$ cat config.mk
export PLATFORM = sky130hd
export DESIGN_NAME = pipeline_stall_ctrl
export DESIGN_NICKNAME = d
export VERILOG_FILES = /design/src/rtl/pipeline_stall_ctrl.sv
export SDC_FILE = /design/constraint.sdc
export NUM_CORES = 1
export LEC_CHECK = 0
export CORE_ASPECT_RATIO = 0.5
export CORE_UTILIZATION = 55
export CTS_BUF_LIST = sky130_fd_sc_hd__clkbuf_8
export DETAILED_ROUTE_END_ITERATION = 7
export PLACE_DENSITY = 0.95
export RECOVER_POWER = 100
export SKIP_CTS_REPAIR_TIMING = 1
export SYNTH_ARGS = -nofsm -noshare
export SYNTH_HDL_FRONTEND = slang
export SYNTH_SLANG_ARGS = --single-unit
$ cat constraint.sdc
create_clock -name clk -period 3.5 [get_ports clk]
set_clock_uncertainty 0.2 [all_clocks]
set_input_delay 0.7 -clock clk [delete_from_list [all_inputs] [get_ports clk]]
set_output_delay 0.7 -clock clk [all_outputs]
set_load 0.02 [all_outputs]
$ cat src/rtl/pipeline_stall_ctrl.sv
// pipeline_stall_ctrl
// Turns hazard-detector stall requests, EX branch flushes and data-memory busy
// into per-stage write enables, IF/ID flush and ID/EX bubble controls for a
// 5-stage pipeline. Control outputs are combinational from the current state
// and inputs, so each response takes effect in the same cycle as its request.
// The module also keeps saturating counters of stall, freeze and flush events.
//
// Ports
//   clk, reset        clock; synchronous active-high reset
//   stall_req         load-use hazard request (level)
//   flush_req         taken branch/jump resolved in EX (pulse)
//   mem_busy          data memory not ready: freeze every stage
//   cnt_clr           synchronous clear of the performance counters
//   pc_we, ifid_we, idex_we, exmem_we   stage register write enables
//   ifid_flush        zero the IF/ID contents
//   idex_bubble       load a NOP into ID/EX
//   stall_active      PC held by a stall or freeze (not by a flush)
//   stall_cnt         cycles spent bubbling ID/EX for a stall
//   freeze_cnt        cycles frozen by mem_busy
//   flush_cnt         accepted flushes
module pipeline_stall_ctrl #(
    parameter int STALL_CYCLES = 2,
    parameter int CNT_W        = 16
) (
    input  logic             clk,
    input  logic             reset,
    input  logic             stall_req,
    input  logic             flush_req,
    input  logic             mem_busy,
    input  logic             cnt_clr,
    output logic             pc_we,
    output logic             ifid_we,
    output logic             ifid_flush,
    output logic             idex_we,
    output logic             idex_bubble,
    output logic             exmem_we,
    output logic             stall_active,
    output logic [CNT_W-1:0] stall_cnt,
    output logic [CNT_W-1:0] freeze_cnt,
    output logic [CNT_W-1:0] flush_cnt
);

    localparam int REM_W = (STALL_CYCLES > 1) ? $clog2(STALL_CYCLES) : 1;

    typedef enum logic [1:0] {
        RUN    = 2'd0,
        STALL  = 2'd1,
        FREEZE = 2'd2
    } state_t;

    state_t           state_q, state_d;
    state_t           ret_state_q, ret_state_d;
    state_t           eff_state;
    logic [REM_W-1:0] rem_q, rem_d;

    // Increment strobes, index 0 = stall, 1 = freeze, 2 = flush.
    logic [2:0]       cnt_inc;
    logic [CNT_W-1:0] cnt_q [3];
    logic [CNT_W-1:0] cnt_d [3];

    always_comb begin
        state_d      = state_q;
        ret_state_d  = ret_state_q;
        rem_d        = rem_q;
        pc_we        = 1'b1;
        ifid_we      = 1'b1;
        ifid_flush   = 1'b0;
        idex_we      = 1'b1;
        idex_bubble  = 1'b0;
        exmem_we     = 1'b1;
        stall_active = 1'b0;
        cnt_inc      = 3'b000;
        // Leaving a freeze resumes exactly as the state that was frozen.
        eff_state    = (state_q == FREEZE) ? ret_state_q : state_q;

        if (reset) begin
            pc_we       = 1'b0;
            ifid_we     = 1'b0;
            idex_we     = 1'b0;
            exmem_we    = 1'b0;
            state_d     = RUN;
            ret_state_d = RUN;
            rem_d       = '0;
        end else if (mem_busy) begin
            pc_we        = 1'b0;
            ifid_we      = 1'b0;
            idex_we      = 1'b0;
            exmem_we     = 1'b0;
            stall_active = 1'b1;
            cnt_inc[1]   = 1'b1;
            // Only remember the state on entry; rem is left untouched so a
            // frozen stall finishes its remaining cycles afterwards.
            if (state_q != FREEZE) begin
                ret_state_d = state_q;
            end
            state_d = FREEZE;
        end else if (flush_req) begin
            ifid_flush  = 1'b1;
            idex_bubble = 1'b1;
            cnt_inc[2]  = 1'b1;
            state_d     = RUN;
            rem_d       = '0;
        end else if (eff_state == STALL) begin
            pc_we        = 1'b0;
            ifid_we      = 1'b0;
            idex_bubble  = 1'b1;
            stall_active = 1'b1;
            cnt_inc[0]   = 1'b1;
            if (rem_q <= REM_W'(1)) begin
                state_d = RUN;
                rem_d   = '0;
            end else begin
                state_d = STALL;
                rem_d   = rem_q - REM_W'(1);
            end
        end else if (stall_req) begin
            pc_we        = 1'b0;
            ifid_we      = 1'b0;
            idex_bubble  = 1'b1;
            stall_active = 1'b1;
            cnt_inc[0]   = 1'b1;
            if (STALL_CYCLES > 1) begin
                state_d = STALL;
                rem_d   = REM_W'(STALL_CYCLES - 1);
            end else begin
                state_d = RUN;
                rem_d   = '0;
            end
        end else begin
            state_d = RUN;
        end
    end

    always_ff @(posedge clk) begin
        state_q     <= state_d;
        ret_state_q <= ret_state_d;
        rem_q       <= rem_d;
    end

    // Saturating counters; a clear wins over a same-cycle increment.
    for (genvar gi = 0; gi < 3; gi++) begin : g_cnt
        always_comb begin
            cnt_d[gi] = cnt_q[gi];
            if (reset || cnt_clr) begin
                cnt_d[gi] = '0;
            end else if (cnt_inc[gi] && (cnt_q[gi] != {CNT_W{1'b1}})) begin
                cnt_d[gi] = cnt_q[gi] + CNT_W'(1);
            end
        end

        always_ff @(posedge clk) begin
            cnt_q[gi] <= cnt_d[gi];
        end
    end

    assign stall_cnt  = cnt_q[0];
    assign freeze_cnt = cnt_q[1];
    assign flush_cnt  = cnt_q[2];

endmodule

== After elaboration in Yosys (flattened, before gate mapping) ==
Memories as Yosys holds them, arrays and structs flattened.
Index checks and enable logic that the tools add are counted.
Word-level totals
  output and inout port bits: 55
  memory bits (writable): 48
  latch bits: 0
  word-level logic and storage cells: 62
  memory bits (read-only): 0
  register bits after elaboration: 5
  input bits: 6
  memories kept: 1
Memories
  cnt_q: depth 3, bits a word 16, rd ports 3, clocked after memory_dff 0, write ports 3, line 58  | logic [CNT_W-1:0] cnt_q [3];
Cells by class
  magnitude comparators: 1
  muxes and demuxes: 37
  reductions and logical operators: 8
  multiply operators: 0
  add/subtract/negate cells: 4
  shift operators: 0
  div/mod/pow operators: 0
  eq/ne operators: 6
  bitwise gates (word level): 1
Operators with widths (number)
  $mux W16: 6
  $add A16 B1 Y16 const B: 3
  $ne A16 B16 Y1 const B: 3
  $mux W1: 26
  $mux W2: 4
  $reduce_and A2 Y1: 2
  $logic_and A1 B1 Y1: 3
  $mux W3: 1
  $reduce_bool A3 Y1: 1
  $reduce_or A3 Y1: 1
  $eq A2 B1 Y1 const B: 1
  $eq A2 B2 Y1 const B: 1
  $ne A2 B2 Y1 const B: 1
  $le A1 B1 Y1 const B: 1
  $logic_or A1 B1 Y1: 1
  $not A1 Y1: 1
  $sub A1 B1 Y1 const B: 1

== Depth between registers and ports, before layout ==
Gate-level depths: netlist of run 1.
  depth after elaboration: 10
  mapped depth: 8
  depth with buffers taken out: 6

== Worst setup path before layout of run 1 ==
OpenSTA, ideal clock, no wires.
  path kind: input-to-output
  start point: input port stall_req
  end point: output port pc_we
  slack: 0.903 ns
  stages: 4
  arrival time: 1.697 ns
  path buffers: 1
  cell sequence: nor3_1 > nor2_1 > nor3_1 > buf_4
On the way
  word-level cells in the longest chain between the ends: 5
RTL lines
  from (decl): line 27  | input logic stall_req,
  $mux W1 (5 in series)
  to (decl): line 31  | output logic pc_we,
No other way between the ends.

== Worst setup path after layout of run 1 ==
  start point: input port mem_busy
  end point: output port pc_we
On the way
  word-level cells in the longest chain between the ends: 2
RTL lines
  from (decl): line 29  | input logic mem_busy,
  $mux W1: line 84  | end else if (mem_busy) begin
  $mux W1: line 76  | if (reset) begin
No other way between the ends.

==> results of run 1 <==
[worst max-delay path: stages]
cell                            delay [ps]
sky130_fd_sc_hd__dlygate4sd3_1         540
sky130_fd_sc_hd__clkbuf_1              190
sky130_fd_sc_hd__nor3_1                260
sky130_fd_sc_hd__dlygate4sd3_1         730
[flip-flops by register name, indices dropped and copies added, names as in the netlist]
signal and cells:
cnt_q 48, ret_state_q 2, state_q 2
[per-stage QoR]
step                setup slack, ps  cell area [sq um]
floorplan                       903               2540
global placement                321               3180
detailed placement              227               3180
CTS                             235               3290
global route                   68.9               3270
finish                          177               3270
[layer usage]
layer | global-route usage | routed length, um
met2 | 0.453 | 2880
met4 | 0.109 | 112
met5 | 0 | 0
met3 | 0.0539 | 243
met1 | 0.288 | 2600
[logic make-up after synthesis]
kind of cell             count (synthesis)  synth area share
AO/OA/AOI/OAI                           28            0.0654
XOR/XNOR                                35             0.120
adder cells (fa/ha/maj)                  3            0.0148
buffers and inverters                   16            0.0364
flip-flops                              52             0.409
multiplexers                             1           0.00393
AND/OR/NAND/NOR                        167             0.350
[cells in the final DEF (no fill, tap or decap), types with 4 or more instances in the layout]
| master | instances |
|---|---|
| sky130_fd_sc_hd__dlygate4sd3_1 | 56 |
| sky130_fd_sc_hd__clkbuf_8 | 5 |
| sky130_fd_sc_hd__xor2_1 | 6 |
| sky130_fd_sc_hd__dfxtp_1 | 52 |
| sky130_fd_sc_hd__nand4_1 | 13 |
| sky130_fd_sc_hd__or3_1 | 6 |
| sky130_fd_sc_hd__nor2_1 | 50 |
| sky130_fd_sc_hd__nand3_1 | 16 |
| sky130_fd_sc_hd__a21oi_1 | 11 |
| sky130_fd_sc_hd__xnor2_1 | 29 |
| sky130_fd_sc_hd__and3_1 | 4 |
| sky130_fd_sc_hd__clkdlybuf4s50_1 | 4 |
| sky130_fd_sc_hd__nand2_1 | 21 |
| sky130_fd_sc_hd__o21ai_0 | 8 |
| sky130_fd_sc_hd__nor4_1 | 12 |
| sky130_fd_sc_hd__nor3_1 | 21 |
[final cells by class]
cell class / instances / share of cell area
Multi-Input combinational cell: 234 / 0.430
Sequential cell: 52 / 0.319
Timing Repair Buffer: 66 / 0.194
Tap cell: 57 / 0.0218
Clock buffer: 5 / 0.0211
Clock inverter: 3 / 0.0119
Inverter: 2 / 0.00268
[path summary, 6_finish.rpt]
kind / start / to / slack, ps / depth (start not counted)
setup / recovery: mem_busy / pc_we / 180 / 4
setup reg to reg: cnt_q[0][16]$_SDFFE_PP0P_ / cnt_q[0][16]$_SDFFE_PP0P_ / 1100 / 6
hold / removal: cnt_q[0][31]$_SDFFE_PP0P_ / cnt_q[0][31]$_SDFFE_PP0P_ / 330 / 2
hold reg to reg: cnt_q[0][31]$_SDFFE_PP0P_ / cnt_q[0][31]$_SDFFE_PP0P_ / 330 / 2
[report_power, final]
group,leakage (uW),internal (uW),switching (uW)
logic,0.000699,19.3,31.7
clock network,0.0000593,209,193
registers,0.000419,593,2.53
total,0.00118,822,228
==> impl_summary.log, run 1 <==
[metrics] highest fanout seen on the critical path: 8
[metrics] number of distinct standard cells referenced by the synthesized netlist: 41
[metrics] final setup fails: 0
[metrics] type of the worst min-delay path: flop to flop
[metrics] Placed Cells incl. Taps: between 400 and 500
[metrics] final critical-path share of the clock period: 0.949
[metrics] layout overhead on the synthesized area: 28.4%
[metrics] leakage power: approximately 0.0012 uW
[metrics] Port Buf Inserts: 60
[metrics] number of max-cap violations: 1
[metrics] nets in the synthesized netlist: a little over 300
[metrics] routed wirelength normalized by instance count: between 10 and 15 um
[metrics] area fraction of the dominant cell type after synthesis: 0.409
[metrics] count of endpoints failing hold in the final timing report: 0
[metrics] H-tree depth: 2
[metrics] area of the multi-input gates: between 0.001 and 0.0015 sq mm
[metrics] flip-flop and latch count after synthesis: 52
[metrics] class of the most critical setup path: input pin to output port
[metrics] height of the chip: between 50 and 60 um
[metrics] placeable core area: 0.00442 sq mm
[metrics] total routing resource utilization after global routing: 0.250
[metrics] chip width: 98.2 um
[metrics] number of cells produced by synthesis: about 300
[metrics] half-perimeter wire length after detailed placement: 4200 um
[metrics] mean cell area of the mapped netlist: between 8 and 9 sq um
[metrics] Hold WS: 325 ps
[metrics] Final Power: 1050 uW
[metrics] Worst-Margin Slew: 1510 ps
[metrics] root buf cell: sky130_fd_sc_hd__clkbuf_8
[metrics] share of cells above drive strength 1: 0.0552
[metrics] register cell area after layout: between 0.001 and 0.0015 sq mm
[metrics] routed vias/inst: a little under 6
[metrics] Worst slew margin: -0.00371
[metrics] remaining design rule violation count: 2
[metrics] worst endpoint data arrival time: about 2400 ps
[metrics] total number of clock tree sinks: 52
[metrics] top flip-flop cell by instance count after synthesis: sky130_fd_sc_hd__dfxtp_1
[metrics] setup TNS: 0 ps
[metrics] total via count after detailed routing: 2435
[metrics] Post-synth ARST share: 0
[metrics] pins over their slew limit: 47
[metrics] post-layout min period: around 3300 ps
[metrics] endpoint kind of the worst setup timing path: output port
[metrics] diodes inserted: 0
[metrics] ports placed on the boundary: a little over 60
[metrics] wire length of the first global-routing pass: around 9700 um
[metrics] register clock-pin slew on the reported worst setup and hold paths: about 90 ps
[metrics] row count: 17
[metrics] latest clock arrival within the worst-skew pair: roughly 310 ps
[metrics] initial standard-cell utilization of the core: 0.575
[metrics] status: complete, but fails checks
[metrics] overall die area: between 0.004 and 0.005 sq mm
[metrics] most common cell in the netlist: sky130_fd_sc_hd__dfxtp_1
[metrics] failing checks: DRC, capacitance limit, slew limit
[metrics] pin count of the biggest net entering global routing: 47
[metrics] top cell type by total area after synthesis: sky130_fd_sc_hd__dfxtp_1
[metrics] clock tree from TritonCTS: built
[metrics] post-route insts no fill: 419
[metrics] total standard cell area after synthesis: around 0.0025 sq mm
[metrics] timing-limited maximum frequency: ~0.30 GHz
[metrics] required time of the worst setup path: 2600 ps
[metrics] power per cell area: 321 mW/mm^2
[metrics] vias in the first global route: approximately 2.2k
[metrics] antenna violations before repair: 0
[metrics] count of fill cells added during filler insertion: about 320
[metrics] first-pass iteration count of the detailed router: 8
[metrics] worst vdd rail ir drop: ~0.19 mV
[metrics] cts bufs inserted: 5
[metrics] total number of yosys warnings: 0
[metrics] Critical Path Start Type: input pin
[metrics] final design utilization: 0.738
[metrics] number of enable-type register cells in the synthesized netlist: 0
[metrics] routability-driven placement congestion ratio: slightly below 0.9
[metrics] unrepaired setup endpoints after global routing: false
[metrics] routed wire length: roughly 5800 um
[metrics] post-route ant nets: 0
[metrics] total grt overflow: 0
[metrics] Area contributors post-synth: sky130_fd_sc_hd__dfxtp_1 41%, sky130_fd_sc_hd__xnor2_1 10%, sky130_fd_sc_hd__nor2_1 7.4%
[metrics] Commonest cells post-synth: 52 x sky130_fd_sc_hd__dfxtp_1, 50 x sky130_fd_sc_hd__nor2_1, 29 x sky130_fd_sc_hd__xnor2_1, 21 x sky130_fd_sc_hd__nand2_1, 21 x sky130_fd_sc_hd__nor3_1
[metrics] part of the Yosys area used for sequential elements: 0.409
[metrics] Final nets: 370
[metrics] Detailed Route Iter0 Violations: between 80 and 90
[metrics] maximum root-to-sink buffer count: 2
Power figures use the tool's default switching activity.
==> inputs of run 2 (changes only) <==
- RECOVER_POWER: 100 -> default
==> impl_summary.log, run 2 (synthesized netlist as in run 1, its figures left out) <==
[metrics] status: complete, but fails checks
[metrics] failing checks: DRC
[metrics] wire length of the first global-routing pass: 9690 um (unchanged)
[metrics] leakage power: 0.00101 uW (-14%)
[metrics] Worst R2R Path Depth: 6 (unchanged)
[metrics] H-tree depth: 2 (unchanged)
[metrics] pins over their slew limit: 0 (-100%)
[metrics] total routing resource utilization after global routing: 0.250 (unchanged)
[metrics] unrepaired setup endpoints after global routing: false
[metrics] Critical Path Start Type: input pin
[metrics] total number of clock tree sinks: 52 (unchanged)
[metrics] R2R Setup Slk: 1110 ps (about the same)
[metrics] most frequent cells in the layout: 60 x sky130_fd_sc_hd__clkdlybuf4s50_1, 52 x sky130_fd_sc_hd__dfxtp_1, 50 x sky130_fd_sc_hd__nor2_1
[metrics] Switch Pwr: 230 uW (+1.1%)
[metrics] Port Buf Inserts: 60 (unchanged)
[metrics] Final Power: 1060 uW (+0.68%)
[metrics] Cell Chain, Critical Path: clkdlybuf4s50_1, nor3_1, nor2_1, nor3_1, clkdlybuf4s50_1
[metrics] worst endpoint data arrival time: 2360 ps (-60 ps)
[metrics] maximum root-to-sink buffer count: 2 (unchanged)
[metrics] height of the chip: 50.1 um (unchanged)
[metrics] Int Power: 827 uW (+0.55%)
[metrics] total via count after detailed routing: 2423 (-0.49%)
[metrics] clock network power share: 0.383 (about the same)
[metrics] Setup Slack @ Placement: 227 ps (unchanged)
[metrics] register clock-pin slew on the reported worst setup and hold paths: 90 ps (about the same)
[metrics] routed wire length: 5870 um (+0.48%)
[metrics] ports placed on the boundary: 61 (unchanged)
[metrics] final non-filler cell area: 0.00329 sq mm (+0.69%)
[metrics] first-pass iteration count of the detailed router: 8 (unchanged)
[metrics] routability-driven placement congestion ratio: 0.864 (unchanged)
[metrics] overall die area: 0.00492 sq mm (unchanged)
[metrics] Hold Crit Start: cnt_q[0][31]$_SDFFE_PP0P_
[metrics] Final nets: 370 (unchanged)
[metrics] leading cell type in the layout, fill and taps excluded: sky130_fd_sc_hd__clkdlybuf4s50_1
[metrics] hold depth: 2 (unchanged)
[metrics] remaining design rule violation count: 1 (-1)
[metrics] Gate power share: 0.054 (+0.005)
[metrics] Sw Share: 0.218 (+0.000985)
[metrics] post-route insts no fill: 419 (unchanged)
[metrics] class of the most critical setup path: input pin to output port
[metrics] Reg-to-Reg Start: cnt_q[0][16]$_SDFFE_PP0P_
[metrics] largest registers in the final layout: cnt_q x48, ret_state_q x2, state_q x2
[metrics] end of the worst hold path: cnt_q[0][31]$_SDFFE_PP0P_
[metrics] post-route ant nets: 0 (unchanged)
[metrics] cts bufs inserted: 5 (unchanged)
[metrics] share of cells above drive strength 1: 0.0691 (+0.0138)
[metrics] Placed Cells incl. Taps: 411 (unchanged)
[metrics] required time of the worst setup path: 2600 ps (about the same)
[metrics] Largest stage delay, worst path: 670 ps (-60 ps)
[metrics] final critical-path share of the clock period: 0.930 (-0.0188)
[metrics] latest clock arrival within the worst-skew pair: 310 ps (about the same)
[metrics] layout overhead on the synthesized area: 29.3%
[metrics] chip width: 98.2 um (unchanged)
[metrics] number of max-cap violations: 0 (-1)
[metrics] routed wirelength normalized by instance count: 14.0 um (+0.48%)
[metrics] final worst slack: 243 ps (+66.0 ps)
[metrics] Detailed Route Iter0 Violations: 87 (+4.8%)
[metrics] final setup fails: 0 (unchanged)
[metrics] total grt overflow: 0 (unchanged)
[metrics] Worst slew margin: 0.439 (+0.443)
[metrics] post-layout min period: 3260 ps (-66.0 ps)
[metrics] max FFs per register: 48 (unchanged)
[metrics] Worst-Margin Slew: 842 ps (-664 ps)
[metrics] routed vias/inst: 5.78 (-0.49%)
[metrics] placeable core area: 0.00442 sq mm (unchanged)
[metrics] pin count of the biggest net entering global routing: 47 (unchanged)
[metrics] timing-limited maximum frequency: 0.307 GHz (+2.0%)
[metrics] Slowest-stage cell, CP: sky130_fd_sc_hd__clkdlybuf4s50_1
[metrics] half-perimeter wire length after detailed placement: 4200 um (unchanged)
[metrics] initial standard-cell utilization of the core: 0.575 (unchanged)
[metrics] critical path buffer and inverter count: 2 (-1)
[metrics] type of the worst min-delay path: flop to flop
[metrics] clock tree from TritonCTS: built
[metrics] setup TNS: 0 ps (unchanged)
[metrics] worst vdd rail ir drop: 0.195 mV (+0.35%)
[metrics] root buf cell: sky130_fd_sc_hd__clkbuf_8
[metrics] diodes inserted: 0 (unchanged)
[metrics] placed inst area: 0.00318 sq mm (unchanged)
[metrics] highest fanout seen on the critical path: 4 (-4)
[metrics] row count: 17 (unchanged)
[metrics] register with the most flip-flops: cnt_q
[metrics] reg-to-reg critical path endpoint: cnt_q[0][16]$_SDFFE_PP0P_
[metrics] power share of the sequential group: 0.564 (-0.004)
[metrics] antenna violations before repair: 0 (unchanged)
[metrics] endpoint kind of the worst setup timing path: output port
[metrics] count of endpoints failing hold in the final timing report: 0 (unchanged)
[metrics] vias in the first global route: 2218 (unchanged)
[metrics] critical path's top delay family: buffers and inverters
[metrics] power per cell area: 321 mW/mm^2 (about the same)
[run 2: final cells by class]
type                       instances  area, sq um
clock buffer                       5         68.8
clock inverter                     3         38.8
fill                             316         1130
inverter                           2         12.5
multi-input combinational        234         1410
sequential                        52         1040
tap                               57         71.3
timing repair buffer              66          646
[run 2: per-stage QoR]
step	hold slack [ps]	util
2_1_floorplan	284	-
3_3_place_gp	286	0.719
3_5_place_dp	306	0.719
4_1_cts	322	0.743
5_1_grt	354	0.743
6_report	329	0.743
[run 2: worst max path at each step]
stage,slack (ps),from,endpoint,cells past startpoint
detailed placement,230,stall_req,pc_we,5
floorplan,900,stall_req,pc_we,4
CTS,230,stall_req,pc_we,5
global route,130,stall_req,pc_we,5
global placement,320,flush_req,ifid_flush,4
finish,240,stall_req,pc_we,5
[run 2: layer usage]
metal,GRT usage,wire (um),vias up
met5,0,0,-
met1,0.288,2580,1152
met4,0.109,116,0
met3,0.0539,265,17
li1,-,-,1187
met2,0.453,2900,67
[run 2: power groups by stage]
stage | registers (uW) | clock network (uW) | logic, uW
floorplan | 610 | 0 | 36.4
global placement | 609 | 0 | 54.3
detailed placement | 610 | 0 | 56.5
CTS | 596 | 411 | 56.7
global route | 596 | 433 | 61.0
finish | 596 | 404 | 56.5
[run 2: worst min-delay path: cells and delay by family, from the launching register on]
kind / cells / cell delay (ps)
flops: 1 / 350
compound gates: 2 / 140
==> RTL change, RTL diff (settings of run 1) <==
Set the parameter `STALL_CYCLES` to 4 (it was 2).
--- a/src/rtl/pipeline_stall_ctrl.sv
+++ b/src/rtl/pipeline_stall_ctrl.sv
@@ -19,7 +19,7 @@
 //   freeze_cnt        cycles frozen by mem_busy
 //   flush_cnt         accepted flushes
 module pipeline_stall_ctrl #(
-    parameter int STALL_CYCLES = 2,
+    parameter int STALL_CYCLES = 4,
     parameter int CNT_W        = 16
 ) (
     input  logic             clk,
Formal check against the unedited RTL: not equivalent (Yosys sat finds a counterexample within 4 cycles, from zero or initial values and one cycle with reset high).
==> RTL change against run 1 <==
- total power shrank 0.84%
- count of clock-buffer cells in the layout grew 1
- area after synthesis grew 6.2%
- sequential cell count grew 2
- critical path depth is the same
- largest power group unchanged
- cell area grew 3.8%
- setup slack lost 22 ps
- wire length grew 11%
==> RTL change: results (changes against run 1) <==
HP Start cnt_q[0][37]$_SDFFE_PP0P_; Mean Syn Cell Area 8.75 sq um (+3.8%); Critical Path Max Stage Delay 660 ps (-70 ps); post-DR wirelength/cell 15.0 um (+7.4%); Clock buf/inv share 2.69% (-0.60 points); gpl congestion 0.828 (-4.3%); compound-cell area share of the yosys netlist 13.7% (+7.1 points); synth cell count leaders dfxtp_1 (54), nor2_1 (47), nand3_1 (20), xor2_1 (20), nand2_1 (14); Pre-Repair DR Iteration Count 5 (-3); nonclk inv count 5 (+3); multi-input logic portion of the cell area 44.3% (+1.3 points); GRT met3 Usage 6.32% (+0.93 points); Reg2Reg Depth 5 (-1); leakage 1.34 nW (+14%); Hold Path Sink cnt_q[0][37]$_SDFFE_PP0P_; internal power 0.797 mW (-3.0%); Peak VDD IR 162 uV (-17%); HPWL after DPL 4.65 mm (+11%); CP endpoint ifid_we; status completed; total wire length 6.47 mm (+11%); Seq area share 31.9% (about the same); Yosys cell types 56 (+37%); crit-path max FO 9 (+1); bufs w/o clock 63 (-4.5%); synth top area cells dfxtp_1 (40%), nor2_1 (6.5%), xor2_1 (6.5%); Slew Limit Headroom 7.27% (+7.6 points); initial DRC count 112 (+35%); fin nets 374 (+1.1%); GRT met2 Usage 47.4% (+2.1 points)
RTL change: cell types whose count changed after synthesis, moves of 4 or more:
cell      delta
xor2_1      +14
and2_1       +5
nor4_1       -8
inv_1        +4
nand2_1      -7
a21oi_1      -4
o211ai_1     +5
nand3_1      +4
and4_1       +6
xnor2_1     -17
and3_1       +8
nor3_1      -14
RTL change: power by group through the flow:
stage               combinational (mW)  sequential (mW)  clock (mW)
CTS                             0.0648            0.621       0.365
global route                    0.0650            0.622       0.391
floorplan                       0.0397            0.636           0
global placement                0.0621            0.635           0
detailed placement              0.0645            0.635           0
finish                          0.0596            0.621       0.360
RTL change: stage by stage:
stage	area (sq um)	hold WS (ps)	setup slack, ps	utilization [%]
after floorplan	2700	244	841	-
after global placement	3330	268	351	73.2
after detailed placement	3330	285	297	73.2
after CTS	3420	301	289	75.2
after global routing	3390	336	104	74.5
final	3390	297	155	74.5
RTL change: critical path: cells and delay by family:
family / cells / cell delay, ps
AND/OR/NAND/NOR: 1 / 280
buffers and inverters: 3 / 1470
